### src/rtl/rtc_bus_pkg.sv
// Shared types and helpers for the RTC multiplexed AD-bus cycle engine.
// Holds the phase state machine encoding, pin bundle and phase-length clamp.
package rtc_bus_pkg;

  localparam int CNT_W = 4;

  localparam logic READ  = 1'b1;
  localparam logic WRITE = 1'b0;

  typedef enum logic [3:0] {
    S_IDLE,
    S_A_SETUP,
    S_A_STROBE,
    S_A_HOLD,
    S_GAP,
    S_D_SETUP,
    S_D_STROBE,
    S_D_HOLD,
    S_DONE
  } state_e;

  typedef struct packed {
    logic       cs_n;
    logic       rd_n;
    logic       wr_n;
    logic       ad_oe;
    logic       ad_sel;
    logic [7:0] ad_out;
    logic       busy;
    logic       done;
  } pins_t;

  // A zero-length phase would never expire, so it is stretched to one cycle.
  function automatic logic [CNT_W-1:0] clamp_len(input int t);
    if (t < 1) return CNT_W'(1);
    if (t > 15) return CNT_W'(15);
    return CNT_W'(t);
  endfunction

  // Bus pin levels for the cycles spent in state s.
  function automatic pins_t drive_pins(input state_e s, input logic rw,
                                       input logic [7:0] addr, input logic [7:0] wdata);
    pins_t p;
    p.cs_n   = 1'b1;
    p.rd_n   = 1'b1;
    p.wr_n   = 1'b1;
    p.ad_oe  = 1'b0;
    p.ad_sel = 1'b0;
    p.ad_out = 8'h00;
    p.busy   = 1'b1;
    p.done   = 1'b0;
    case (s)
      S_IDLE: p.busy = 1'b0;
      S_A_SETUP, S_A_STROBE, S_A_HOLD: begin
        p.cs_n   = 1'b0;
        p.ad_oe  = 1'b1;
        p.ad_out = addr;
        p.wr_n   = (s != S_A_STROBE);
      end
      S_GAP: p.ad_out = addr;
      S_D_SETUP, S_D_STROBE, S_D_HOLD: begin
        p.cs_n   = 1'b0;
        p.ad_sel = 1'b1;
        p.ad_oe  = (rw == WRITE);
        p.ad_out = wdata;
        if (s == S_D_STROBE) begin
          p.rd_n = (rw != READ);
          p.wr_n = (rw != WRITE);
        end
      end
      S_DONE: begin
        p.ad_sel = 1'b1;
        p.ad_out = wdata;
        p.done   = 1'b1;
      end
      default: p.busy = 1'b0;
    endcase
    return p;
  endfunction

endpackage

### src/rtl/rtc_bus_cycle_timer.sv
// Phase timer: 4-bit down-counter loaded with the length of the phase being entered.
// expire_o marks the last cycle of the current phase.
module rtc_phase_timer
  import rtc_bus_pkg::*;
#(
  parameter int T_SETUP = 2,
  parameter int T_PULSE = 4,
  parameter int T_HOLD  = 2,
  parameter int T_GAP   = 2
) (
  input  logic   clk,
  input  logic   reset,
  input  logic   load_i,
  input  state_e state_i,
  output logic   expire_o
);

  localparam logic [CNT_W-1:0] LEN_SETUP = clamp_len(T_SETUP);
  localparam logic [CNT_W-1:0] LEN_PULSE = clamp_len(T_PULSE);
  localparam logic [CNT_W-1:0] LEN_HOLD  = clamp_len(T_HOLD);
  localparam logic [CNT_W-1:0] LEN_GAP   = clamp_len(T_GAP);

  logic [CNT_W-1:0] count_q;
  logic [CNT_W-1:0] load_val;

  always_comb begin
    load_val = CNT_W'(1);
    case (state_i)
      S_A_SETUP, S_D_SETUP:   load_val = LEN_SETUP;
      S_A_STROBE, S_D_STROBE: load_val = LEN_PULSE;
      S_A_HOLD, S_D_HOLD:     load_val = LEN_HOLD;
      S_GAP:                  load_val = LEN_GAP;
      default:                load_val = CNT_W'(1);
    endcase
  end

  always_ff @(posedge clk) begin
    if (reset) begin
      count_q <= '0;
    end else if (load_i) begin
      count_q <= load_val;
    end else if (count_q > CNT_W'(1)) begin
      count_q <= count_q - CNT_W'(1);
    end
  end

  assign expire_o = (count_q == CNT_W'(1));

endmodule

### src/rtl/rtc_bus_cycle.sv
// RTC bus-cycle engine: one address phase then one data phase on the multiplexed
// AD bus per accepted request; read bytes are returned tagged with their address.
module rtc_bus_cycle
  import rtc_bus_pkg::*;
#(
  parameter int T_SETUP = 2,
  parameter int T_PULSE = 4,
  parameter int T_HOLD  = 2,
  parameter int T_GAP   = 2
) (
  input  logic       clk,
  input  logic       reset,
  input  logic       start,
  input  logic       RW,
  input  logic [7:0] address,
  input  logic [7:0] wdata,
  output logic       busy,
  output logic       done,
  output logic [7:0] rdata,
  output logic [7:0] rdata_addr,
  output logic [7:0] ad_out,
  output logic       ad_oe,
  input  logic [7:0] ad_in,
  output logic       ad_sel,
  output logic       cs_n,
  output logic       rd_n,
  output logic       wr_n
);

  state_e     state_q, state_d;
  logic       load;
  logic       expire;
  logic       accept;
  logic       rw_q, rw_d;
  logic [7:0] addr_q, addr_d;
  logic [7:0] wdata_q, wdata_d;
  logic [7:0] rdata_q, rdata_addr_q;
  pins_t      pins_q;

  rtc_phase_timer #(
    .T_SETUP(T_SETUP),
    .T_PULSE(T_PULSE),
    .T_HOLD (T_HOLD),
    .T_GAP  (T_GAP)
  ) u_timer (
    .clk     (clk),
    .reset   (reset),
    .load_i  (load),
    .state_i (state_d),
    .expire_o(expire)
  );

  assign accept  = (state_q == S_IDLE) && start;
  assign rw_d    = accept ? RW      : rw_q;
  assign addr_d  = accept ? address : addr_q;
  assign wdata_d = accept ? wdata   : wdata_q;

  always_comb begin
    state_d = state_q;
    load    = 1'b0;
    case (state_q)
      S_IDLE:     if (start) state_d = S_A_SETUP;
      S_A_SETUP:  if (expire) state_d = S_A_STROBE;
      S_A_STROBE: if (expire) state_d = S_A_HOLD;
      S_A_HOLD:   if (expire) state_d = S_GAP;
      S_GAP:      if (expire) state_d = S_D_SETUP;
      S_D_SETUP:  if (expire) state_d = S_D_STROBE;
      S_D_STROBE: if (expire) state_d = S_D_HOLD;
      S_D_HOLD:   if (expire) state_d = S_DONE;
      S_DONE:     state_d = S_IDLE;
      default:    state_d = S_IDLE;
    endcase
    if (state_d != state_q) load = 1'b1;
  end

  // Pins are registered from the state being entered, so every bus output is a flop.
  always_ff @(posedge clk) begin
    if (reset) begin
      state_q      <= S_IDLE;
      rw_q         <= READ;
      addr_q       <= 8'h00;
      wdata_q      <= 8'h00;
      rdata_q      <= 8'h00;
      rdata_addr_q <= 8'h00;
      pins_q       <= drive_pins(S_IDLE, READ, 8'h00, 8'h00);
    end else begin
      state_q <= state_d;
      rw_q    <= rw_d;
      addr_q  <= addr_d;
      wdata_q <= wdata_d;
      pins_q  <= drive_pins(state_d, rw_d, addr_d, wdata_d);
      if ((state_q == S_D_STROBE) && expire && (rw_q == READ)) begin
        rdata_q      <= ad_in;
        rdata_addr_q <= addr_q;
      end
    end
  end

  assign busy       = pins_q.busy;
  assign done       = pins_q.done;
  assign cs_n       = pins_q.cs_n;
  assign rd_n       = pins_q.rd_n;
  assign wr_n       = pins_q.wr_n;
  assign ad_oe      = pins_q.ad_oe;
  assign ad_sel     = pins_q.ad_sel;
  assign ad_out     = pins_q.ad_out;
  assign rdata      = rdata_q;
  assign rdata_addr = rdata_addr_q;

endmodule
### config.mk
export PLATFORM = sky130hd
export DESIGN_NAME = rtc_bus_cycle
export DESIGN_NICKNAME = d
export VERILOG_FILES = /design/src/rtl/rtc_bus_pkg.sv /design/src/rtl/rtc_bus_cycle_timer.sv /design/src/rtl/rtc_bus_cycle.sv
export SDC_FILE = /design/constraint.sdc
export NUM_CORES = 1
export LEC_CHECK = 0
export BUFFER_PORTS_ARGS = -buffer_cell sky130_fd_sc_hd__clkbuf_2
export CORE_UTILIZATION = 33
export CTS_CLUSTER_SIZE = 25
export DETAILED_ROUTE_END_ITERATION = 8
export SYNTH_ARGS = -nofsm -noshare
export SYNTH_HDL_FRONTEND = slang
export SYNTH_SLANG_ARGS = --single-unit
export TNS_END_PERCENT = 10
### constraint.sdc
create_clock -name clk -period 3.4 [get_ports clk]
set_input_delay 0.68 -clock clk [delete_from_list [all_inputs] [get_ports clk]]
set_output_delay 0.68 -clock clk [all_outputs]
set_load 0.01 [all_outputs]
# ---- Word level (Yosys, flattened, before mapping)
# Cells that the tools add are included.
dict set report word_totals {
  ff_bits 56
  output_inout_bits 31
  wordCells 75
}
dict set report classes {
  addsub 1
  n_lt_le_gt_ge 1
  n_eq_ne 18
  n_mux 23
  bitwise 3
  reduce_logical 14
}
# cell n
set ops {}
lappend ops {{$mux W4} 10}
lappend ops {{$eq A4 B3 Y1 const B} 8}
lappend ops {{$pmux W4 S8} 1}
lappend ops {{$eq A4 B2 Y1 const B} 4}
lappend ops {{$mux W8} 2}
lappend ops {{$pmux W8 S2} 1}
lappend ops {{$eq A4 B1 Y1 const B} 3}
lappend ops {{$reduce_or A3 Y1} 3}
lappend ops {{$reduce_or A4 Y1} 2}
lappend ops {{$reduce_or A8 Y1} 1}
lappend ops {{$mux W1} 7}
lappend ops {{$pmux W3 S2} 1}
lappend ops {{$reduce_or A6 Y1} 1}
lappend ops {{$reduce_or A5 Y1} 1}
lappend ops {{$eq A4 B4 Y1 const B} 1}
lappend ops {{$gt A4 B1 Y1 const B} 1}
lappend ops {{$logic_not A4 Y1} 1}
lappend ops {{$ne A4 B2 Y1 const B} 1}
lappend ops {{$ne A4 B4 Y1} 1}
lappend ops {{$pmux W2 S2} 1}
lappend ops {{$sub A4 B1 Y4 const B} 1}
lappend ops {{$logic_and A1 B1 Y1} 3}
lappend ops {{$not A1 Y1} 3}
lappend ops {{$reduce_bool A2 Y1} 1}
lappend ops {{$reduce_or A2 Y1} 1}

# ---- Longest topological paths before layout
# Gate-level depths: netlist of the first run.
dict set report depth {
  word_depth 7
  mapped_depth 8
  ltp_nobuf 6
}

# ---- Cells and area by module
# From an unflattened synthesis of the first run, not the netlist that was laid out.
dict set report unflattened {
  hier_cells 229
  area_unflattened_um2 2269.7
}
# mod instances cells_per_inst area_each_um2 seq_area_each_um2
set modules_own_cells {}
lappend modules_own_cells {rtc_bus_cycle 1 192 1989.4 1041.0}
lappend modules_own_cells {rtc_phase_timer 1 37 280.3 80.1}

# ---- Least setup slack after synthesis of the first run
# Ideal clock, no wire load.
dict set report synth_timing {
  path_kind {register to register}
  from {register u_timer.count_q[1]}
  to {register pins_q (netlist bit rd_n)}
  setup_ps 134
  arrival_ps 1550
  required_ps 3266
  path_slack_ps 1715
  path_stages_with_launch 7
  n_path_buf 0
  path_cell_list {dfxtp_1 inv_1 ha_1 and4bb_2 a21boi_1 nor2_1 or4_1}
}
dict set report synth_between {
  elab_chain_cells 7
  elab_cells_between_ends 16
}
# element line
set synth_rtl {}
lappend synth_rtl {{start: declaration} rtc_bus_cycle_timer.sv:23} ;# logic [CNT_W-1:0] count_q;
lappend synth_rtl {{start signal: assignment} rtc_bus_cycle_timer.sv:41} ;# count_q <= load_val;
lappend synth_rtl {{start signal: assignment} rtc_bus_cycle_timer.sv:43} ;# count_q <= count_q - CNT_W'(1);
lappend synth_rtl {{$eq A4 B1 Y1 (*)} rtc_bus_cycle_timer.sv:47} ;# assign expire_o = (count_q == CNT_W'(1));
lappend synth_rtl {{$mux W4, or another cell as far along} rtc_bus_cycle.sv:69} ;# S_D_HOLD: if (expire) state_d = S_DONE;
lappend synth_rtl {{$pmux W4 S8 (*)} rtc_bus_cycle.sv:61} ;# case (state_q)
lappend synth_rtl {{$eq A4 B3 Y1, on equally long branches} {rtc_bus_pkg.sv:52, rtc_bus_pkg.sv:66}}
lappend synth_rtl {{$reduce_or A3 Y1} -}
lappend synth_rtl {{$not A1 Y1 (no source line)} -}
lappend synth_rtl {{$reduce_or A3 Y1 (no source line) (*)} -}
lappend synth_rtl {{end signal: assignment} rtc_bus_cycle.sv:85} ;# pins_q <= drive_pins(S_IDLE, READ, 8'h00, 8'h00);
lappend synth_rtl {{end signal: assignment} rtc_bus_cycle.sv:91} ;# pins_q <= drive_pins(state_d, rw_d, addr_d, wdata_d);
lappend synth_rtl {{end: declaration} rtc_bus_cycle.sv:38} ;# pins_t pins_q;
# Every way passes the cells marked *; elsewhere a longest branch is shown, timed or not.
# A chain may end at the register's enable or synchronous reset.

# ---- Worst setup path in the final report of the first run
dict set report layout_timing {
  from {register state_q[1]}
  to {register pins_q (netlist bit ad_out[7])}
}
dict set report layout_between {
  elab_chain_cells 5
  elab_cells_between_ends 31
}
# element line
set layout_rtl {}
lappend layout_rtl {{start: declaration} rtc_bus_cycle.sv:30} ;# state_e state_q, state_d;
lappend layout_rtl {{start signal: assignment} rtc_bus_cycle.sv:87} ;# state_q <= state_d;
lappend layout_rtl {{$eq A4 B3 Y1, or another cell as far along} rtc_bus_cycle.sv:61}
lappend layout_rtl {{$pmux W4 S8} rtc_bus_cycle.sv:61}
lappend layout_rtl {{$eq A4 B3 Y1, or another cell as far along} rtc_bus_pkg.sv:52} ;# case (s)
lappend layout_rtl {{$reduce_or A4 Y1 (no source line)} -}
lappend layout_rtl {{$pmux W8 S2 (*)} rtc_bus_pkg.sv:52}
# Marks and branches as above.

==> results of run 1 <==
==> routing by layer <==
layer,GRT usage (%),wire [um]
met1,23.67,2713
met5,0,0
met2,21.00,2317
met4,4.091,45
met3,2.984,256
==> critical path, stage by stage (launching register included) <==
cell     delay, ns
dfxtp_1       0.45
nor4_4        0.70
nand2_1       0.55
mux2i_1       0.26
o32ai_1       0.30
==> layout make-up <==
| cell class | count | area share [%] |
|---|---|---|
| clock buffer | 5 | 2.484 |
| clock inverter | 3 | 1.536 |
| multi-input combinational | 173 | 38.66 |
| timing repair buffer | 59 | 10.75 |
| inverter | 13 | 1.762 |
| sequential | 56 | 40.47 |
| tap | 96 | 4.336 |
==> synthesized netlist by cell type, drive strengths merged, types with 3 or more instances <==
cell type | count | area share (%)
a211oi | 3 | 1.2
a21boi | 9 | 2.9
a21oi | 21 | 4.5
and3 | 9 | 2.4
buf | 7 | 2.4
clkbuf | 9 | 1.4
dfxtp | 56 | 48
inv | 13 | 2.1
mux2i | 11 | 4.7
nand2 | 38 | 6.1
nor2 | 22 | 3.5
nor3 | 5 | 1.1
o21ai | 5 | 1.1
o21bai | 8 | 2.6
o32ai | 8 | 3.0
or3 | 3 | 1.0
==> cells by family (layout without fill, tap and decap cells) <==
logic type / Yosys count / in the layout / share of synthesized area [%]
AOI/OAI and AO/OA: 65 / 65 / 19.38
muxes: 11 / 11 / 4.724
and+or+nand+nor: 94 / 94 / 20.40
adders and majority gates: 2 / 2 / 1.073
buffers and inverters: 29 / 80 / 5.958
xor gates and xnor gates: 1 / 1 / 0.3758
DFF: 56 / 56 / 48.09
==> flip-flops by register name (all words and copies together), names as in the netlist <==
signal,count
ad_out,8
addr_q,8
rdata,8
rdata_addr,8
wdata_q,8
state_q,4
u_timer.count_q,4
ad_oe,1
ad_sel,1
busy,1
cs_n,1
done,1
rd_n,1
rw_q,1
wr_n,1
==> power groups by stage <==
stage	sequential [mW]	combinational, mW	clock, mW
2_1_floorplan	0.761	0.286	0
3_3_place_gp	0.770	0.352	0
3_5_place_dp	0.772	0.359	0
4_1_cts	0.757	0.362	0.448
5_1_grt	0.766	0.406	0.479
6_report	0.757	0.360	0.432
==> final timing paths <==
path,end,slack [ns]
setup / recovery,ad_out[7]$_SDFF_PP0_,1.02
hold / removal,rdata_addr[7]$_SDFFE_PP0P_,0.45
setup reg to reg,ad_out[7]$_SDFF_PP0_,1.02
hold reg to reg,rdata_addr[7]$_SDFFE_PP0P_,0.45
==> stage by stage <==
stage	instances	hold WS (ns)	worst slack, ns	util (%)	area, um^2
after floorplan	258	0.4325	1.715	-	2331
after global placement	397	0.4385	1.132	39.13	2659
after detailed placement	397	0.4431	1.058	39.13	2659
after CTS	405	0.4587	1.026	40.77	2770
after global routing	405	0.4662	0.7417	40.77	2770
final	405	0.4549	1.021	40.77	2770
==> results.sh, run 1 <==
export IMPL_p_sw_mw=0.4583
export IMPL_fin_tns_setup_ns=0
export IMPL_start_kind="flip-flop"
export IMPL_slew_viol_final=0
export IMPL_status="finished, final reports clean"
export IMPL_rows=30
export IMPL_relSlewSlack_pct=50.81
export IMPL_cts_sinks=56
export IMPL_finalWorstPathRequiredPeriod_ns=2.379
export IMPL_synth_seq_cells=56
export IMPL_fillers=695
export IMPL_clkPwrFrac_pct=27.9
export IMPL_dpl_hpwl_um=3750
export IMPL_cts_root_buf="clkbuf_8"
export IMPL_r2r_cells=4
export IMPL_cp_required_ns=3.60
export IMPL_drtPass1Iterations=4
export IMPL_h_tree_depth=2
export IMPL_critPathKind="flip-flop to flip-flop"
export IMPL_gp_congestion=0.8234
export IMPL_layout_drive_gt1_share_pct=23.95
export IMPL_grt_ovfl_total=0
export IMPL_final_hold_viol_count=0
export IMPL_p_per_area_mw_per_mm2=558.9
export IMPL_layout_common_cells="58 x clkbuf_2, 56 x dfxtp_1, 38 x nand2_1"
export IMPL_hold_path_class="flip-flop to flip-flop"
export IMPL_p_int_mw=1.090
export IMPL_vias=1947
export IMPL_finalCritPeriodShare_pct=69.99
export IMPL_antenna_left=0
export IMPL_grt_util_all_layers_pct=15.22
export IMPL_hold_start="rdata_addr[7]$_SDFFE_PP0P_"
export IMPL_grt_pass1_wl_um=8776
export IMPL_cts_resized=0
export IMPL_nNetsFinal=338
export IMPL_ir_drop_mv=0.2628
export IMPL_cp_arrival_ns=2.58
export IMPL_synth_warnings=0
export IMPL_layout_commonest_cell="clkbuf_2"
export IMPL_drc=0
export IMPL_rsz0062_at_grt="false"
export IMPL_antenna_found_initial=0
export IMPL_dieArea_mm2=0.007404
export IMPL_die_x_um=86.05
export IMPL_worstHoldPathCells=2
export IMPL_tritoncts="built"
export IMPL_io_buffers=58
export IMPL_fmax_mhz=420.3
export IMPL_cp_startpoint="state_q[1]$_SDFF_PP0_"
export IMPL_synth_avg_cell_area_um2=9.035
export IMPL_synthCells=258
export IMPL_grt_max_degree=50
export IMPL_clk_latency_ns=0.31
export IMPL_tightest_slew_ns=0.7357
export IMPL_clk_pin_slew_ns=0.10
export IMPL_drt_vias_per_instance=4.807
export IMPL_synthesis_area_mm2=0.002331
export IMPL_synth_main_ff_cell="dfxtp_1"
export IMPL_synth_cell_types=45
export IMPL_switching_share_pct=29.60
export IMPL_max_cap_viol_count=0
export IMPL_synth_edf_count=0
export IMPL_ctsHoldBuffers=0
export IMPL_synthArstFlopShare_pct=0
export IMPL_multi_input_area_mm2=0.001071
export IMPL_cts_setup_buffers=0
export IMPL_timing_rr_start="state_q[1]$_SDFF_PP0_"
export IMPL_ys_seq_area_share_pct=48.09
export IMPL_wl_per_cell_um=13.17
export IMPL_power_total_mw=1.548
export IMPL_p_leak_nw=1.241
export IMPL_ioPinCount=59
export IMPL_combPwrFrac_pct=23.2
export IMPL_drt_total_wl_um=5333
export IMPL_crit_path_max_fanout=18
export IMPL_start_util_pct=34.31
export IMPL_antennaDiodeCount=0
export IMPL_grt_pass1_vias=1707
export IMPL_drt_iter0_drc=145
export IMPL_cts_buffers=5
export IMPL_area_sequential_mm2=0.001121
export IMPL_coreArea_mm2=0.006794
export IMPL_seq_power_share_pct=48.9
export IMPL_crit_path_end_kind="flip-flop"
export IMPL_skew_ns=0.01264
export IMPL_die_h_um=86.05
export IMPL_cts_max_path_buffers=2
export IMPL_finalSetupViolCount=0
export IMPL_synth_nets=288
export IMPL_areaGrowthSynthToFinish_pct=18.84
No activity file was read; power rests on OpenSTA's default activity.
==> run 2: changes to the inputs <==
==> constraint.sdc (replaced) <==
create_clock -name clk -period 2.4 [get_ports clk]
set_input_delay 0.48 -clock clk [delete_from_list [all_inputs] [get_ports clk]]
set_output_delay 0.48 -clock clk [all_outputs]
set_load 0.01 [all_outputs]
==> run 2 against run 1 <==
Net effect:
- via count up 1.3%
- sequential power rose by 41%
- non-clock buffer count up 4
- worst setup slack worse by 0.49 ns
- worst hold slack worse by 0.067 ns
- flip-flop and latch count stayed put
- die area unchanged
- critical path depth increased by 1
- final cell count increased by 0.99%
- clock skew decreased by 0.0060 ns
- total power rose by 38%
- clock power grew 24%
- critical endpoint is now ad_out[6]$_SDFF_PP0_
- highest routed layer unchanged
==> results.sh, run 2 (same netlist as run 1, synthesis figures left out) <==
export IMPL_hold_start="ad_in[2]"
export IMPL_drtPass1Iterations=4
export IMPL_h_tree_depth=2
export IMPL_dieArea_mm2=0.007404
export IMPL_layout_common_cells="58 x clkbuf_2, 56 x dfxtp_1, 38 x nand2_1"
export IMPL_grt_max_degree=50
export IMPL_fillers=722
export IMPL_tritoncts="built"
export IMPL_crit_path_max_fanout=12
export IMPL_fin_cells=409
export IMPL_timing_rr_start="state_q[1]$_SDFF_PP0_"
export IMPL_hold_path_class="primary input to flip-flop"
export IMPL_rsz0062_at_grt="false"
export IMPL_rrSetupSlack_ns=0.53
export IMPL_ioPinCount=59
export IMPL_start_kind="flip-flop"
export IMPL_gp_congestion=0.7852
export IMPL_finalCritPeriodShare_pct=77.99
export IMPL_fin_tns_setup_ns=0
export IMPL_cts_sinks=56
export IMPL_r2r_cells=5
export IMPL_finalSetupViolCount=0
export IMPL_cts_max_path_buffers=2
export IMPL_ctsHoldBuffers=0
export IMPL_cts_setup_buffers=0
export IMPL_r2r_end="ad_out[6]$_SDFF_PP0_"
export IMPL_grt_pass1_vias=1840
export IMPL_nNetsFinal=342
export IMPL_die_h_um=86.05
export IMPL_antenna_left=0
export IMPL_cts_root_buf="clkbuf_8"
export IMPL_start_util_pct=34.31
export IMPL_status="finished, final reports clean"
export IMPL_min_to="rdata[2]$_SDFFE_PP0P_"
export IMPL_critPathKind="flip-flop to flip-flop"
export IMPL_drt_iter0_drc=118
export IMPL_grt_pass1_wl_um=8804
export IMPL_worstHoldPathCells=3
export IMPL_cts_buffers=5
export IMPL_finalWorstPathRequiredPeriod_ns=1.872
export IMPL_clk_latency_ns=0.31
export IMPL_slew_viol_final=0
export IMPL_tightest_slew_ns=0.5154
export IMPL_cp_required_ns=2.61
export IMPL_layout_drive_gt1_share_pct=24.92
export IMPL_cpMaxStageDelayCell="dfxtp_1"
export IMPL_p_per_area_mw_per_mm2=764.5
export IMPL_drc=0
export IMPL_crit_path_end_kind="flip-flop"
export IMPL_layout_commonest_cell="clkbuf_2"
export IMPL_drt_vias_per_instance=4.822
export IMPL_crit_path_max_incr_delay_ns=0.46
export IMPL_wl_per_cell_um=13.33
export IMPL_vias=1972
export IMPL_drt_total_wl_um=5454
export IMPL_antenna_found_initial=0
export IMPL_dpl_hpwl_um=3798
export IMPL_ir_drop_mv=0.3214
export IMPL_cts_resized=0
export IMPL_final_hold_viol_count=0
export IMPL_p_leak_nw=1.249
export IMPL_final_core_util_pct=41.01
export IMPL_fmax_mhz=534.2
export IMPL_die_x_um=86.05
export IMPL_clk_pin_slew_ns=0.10
export IMPL_cp_arrival_ns=2.08
export IMPL_grt_util_all_layers_pct=15.05
export IMPL_areaGrowthSynthToFinish_pct=19.54
export IMPL_grt_ovfl_total=0
export IMPL_max_cap_viol_count=0
export IMPL_skew_ns=0.006671
export IMPL_cp_cell_sequence="nor4_4, nand2_1, buf_4, mux2i_1, o32ai_1"
export IMPL_io_buffers=58
export IMPL_place_inst=401
export IMPL_antennaDiodeCount=0
export IMPL_coreArea_mm2=0.006794
export IMPL_rows=30
export IMPL_relSlewSlack_pct=65.59
[run 2: changes by cell type in the layout (fill, tap and decap cells not counted), sizes merged]
cell,before,now
buf,1,5
bufinv,1,0
clkbuf,63,64
clkinv,1,0
clkinvlp,1,2
[run 2: worst max path at each step]
| stage | from | endpoint | slack [ns] | cells after the start |
|---|---|---|---|---|
| 3_5_place_dp | start | ad_out[7]$_SDFF_PP0_ | 0.51 | 5 |
| 5_1_grt | u_timer.count_q[0]$_SDFFE_PP0P_ | wr_n$_SDFF_PP1_ | 0.32 | 5 |
| 4_1_cts | u_timer.count_q[0]$_SDFFE_PP0P_ | wr_n$_SDFF_PP1_ | 0.51 | 5 |
| 3_3_place_gp | start | u_timer.count_q[1]$_SDFFE_PP0P_ | 0.57 | 5 |
| 2_1_floorplan | u_timer.count_q[1]$_SDFFE_PP0P_ | rd_n$_SDFF_PP1_ | 0.72 | 6 |
| 6_report | state_q[1]$_SDFF_PP0_ | ad_out[6]$_SDFF_PP0_ | 0.53 | 5 |
[run 2: final cells by class]
type                            count  area (um^2)  share of cell area, %
Clock buffer                        6        82.58                  2.964
Clock inverter                      2        15.01                 0.5388
Inverter                           13        48.80                  1.751
Multi-Input combinational cell    173         1071                  38.44
Sequential cell                    56         1121                  40.23
Tap cell                           96        120.1                  4.311
Timing Repair Buffer               63        327.8                  11.76
[run 2: report_power, final]
part / switching [mW] / leakage (nW) / total, mW / internal, mW
clock: 0.301 / 0.0434 / 0.535 / 0.234
sequential: 0.0639 / 0.457 / 1.07 / 1.01
combinational: 0.287 / 0.748 / 0.524 / 0.237
total: 0.651 / 1.25 / 2.13 / 1.48
[run 2: metal layers]
layer	up-vias	GRT usage [%]	share of wire [%]
met5	-	0	0
met2	50	22.51	44
li1	1004	-	-
met1	916	21.67	51
met3	2	3.754	4.8
met4	0	3.636	0.62
[run 2: stage by stage]
step	cell area [um^2]	total power [mW]	setup WS, ns	hold WS, ns
after CTS	2786	2.157	0.5138	0.3770
after floorplan	2331	1.483	0.7154	0.4325
after global routing	2786	2.263	0.3243	0.3678
final	2786	2.130	0.5281	0.3880
after detailed placement	2689	1.612	0.5094	0.4457
after global placement	2689	1.604	0.5670	0.4374
[run 2: critical path, delay by kind of cell, from the launching register on]
kind / cells / cell delay, ns
simple gates: 2 / 0.64
compound gates: 1 / 0.24
mux: 1 / 0.15
buf+inv: 1 / 0.28
flops: 1 / 0.46
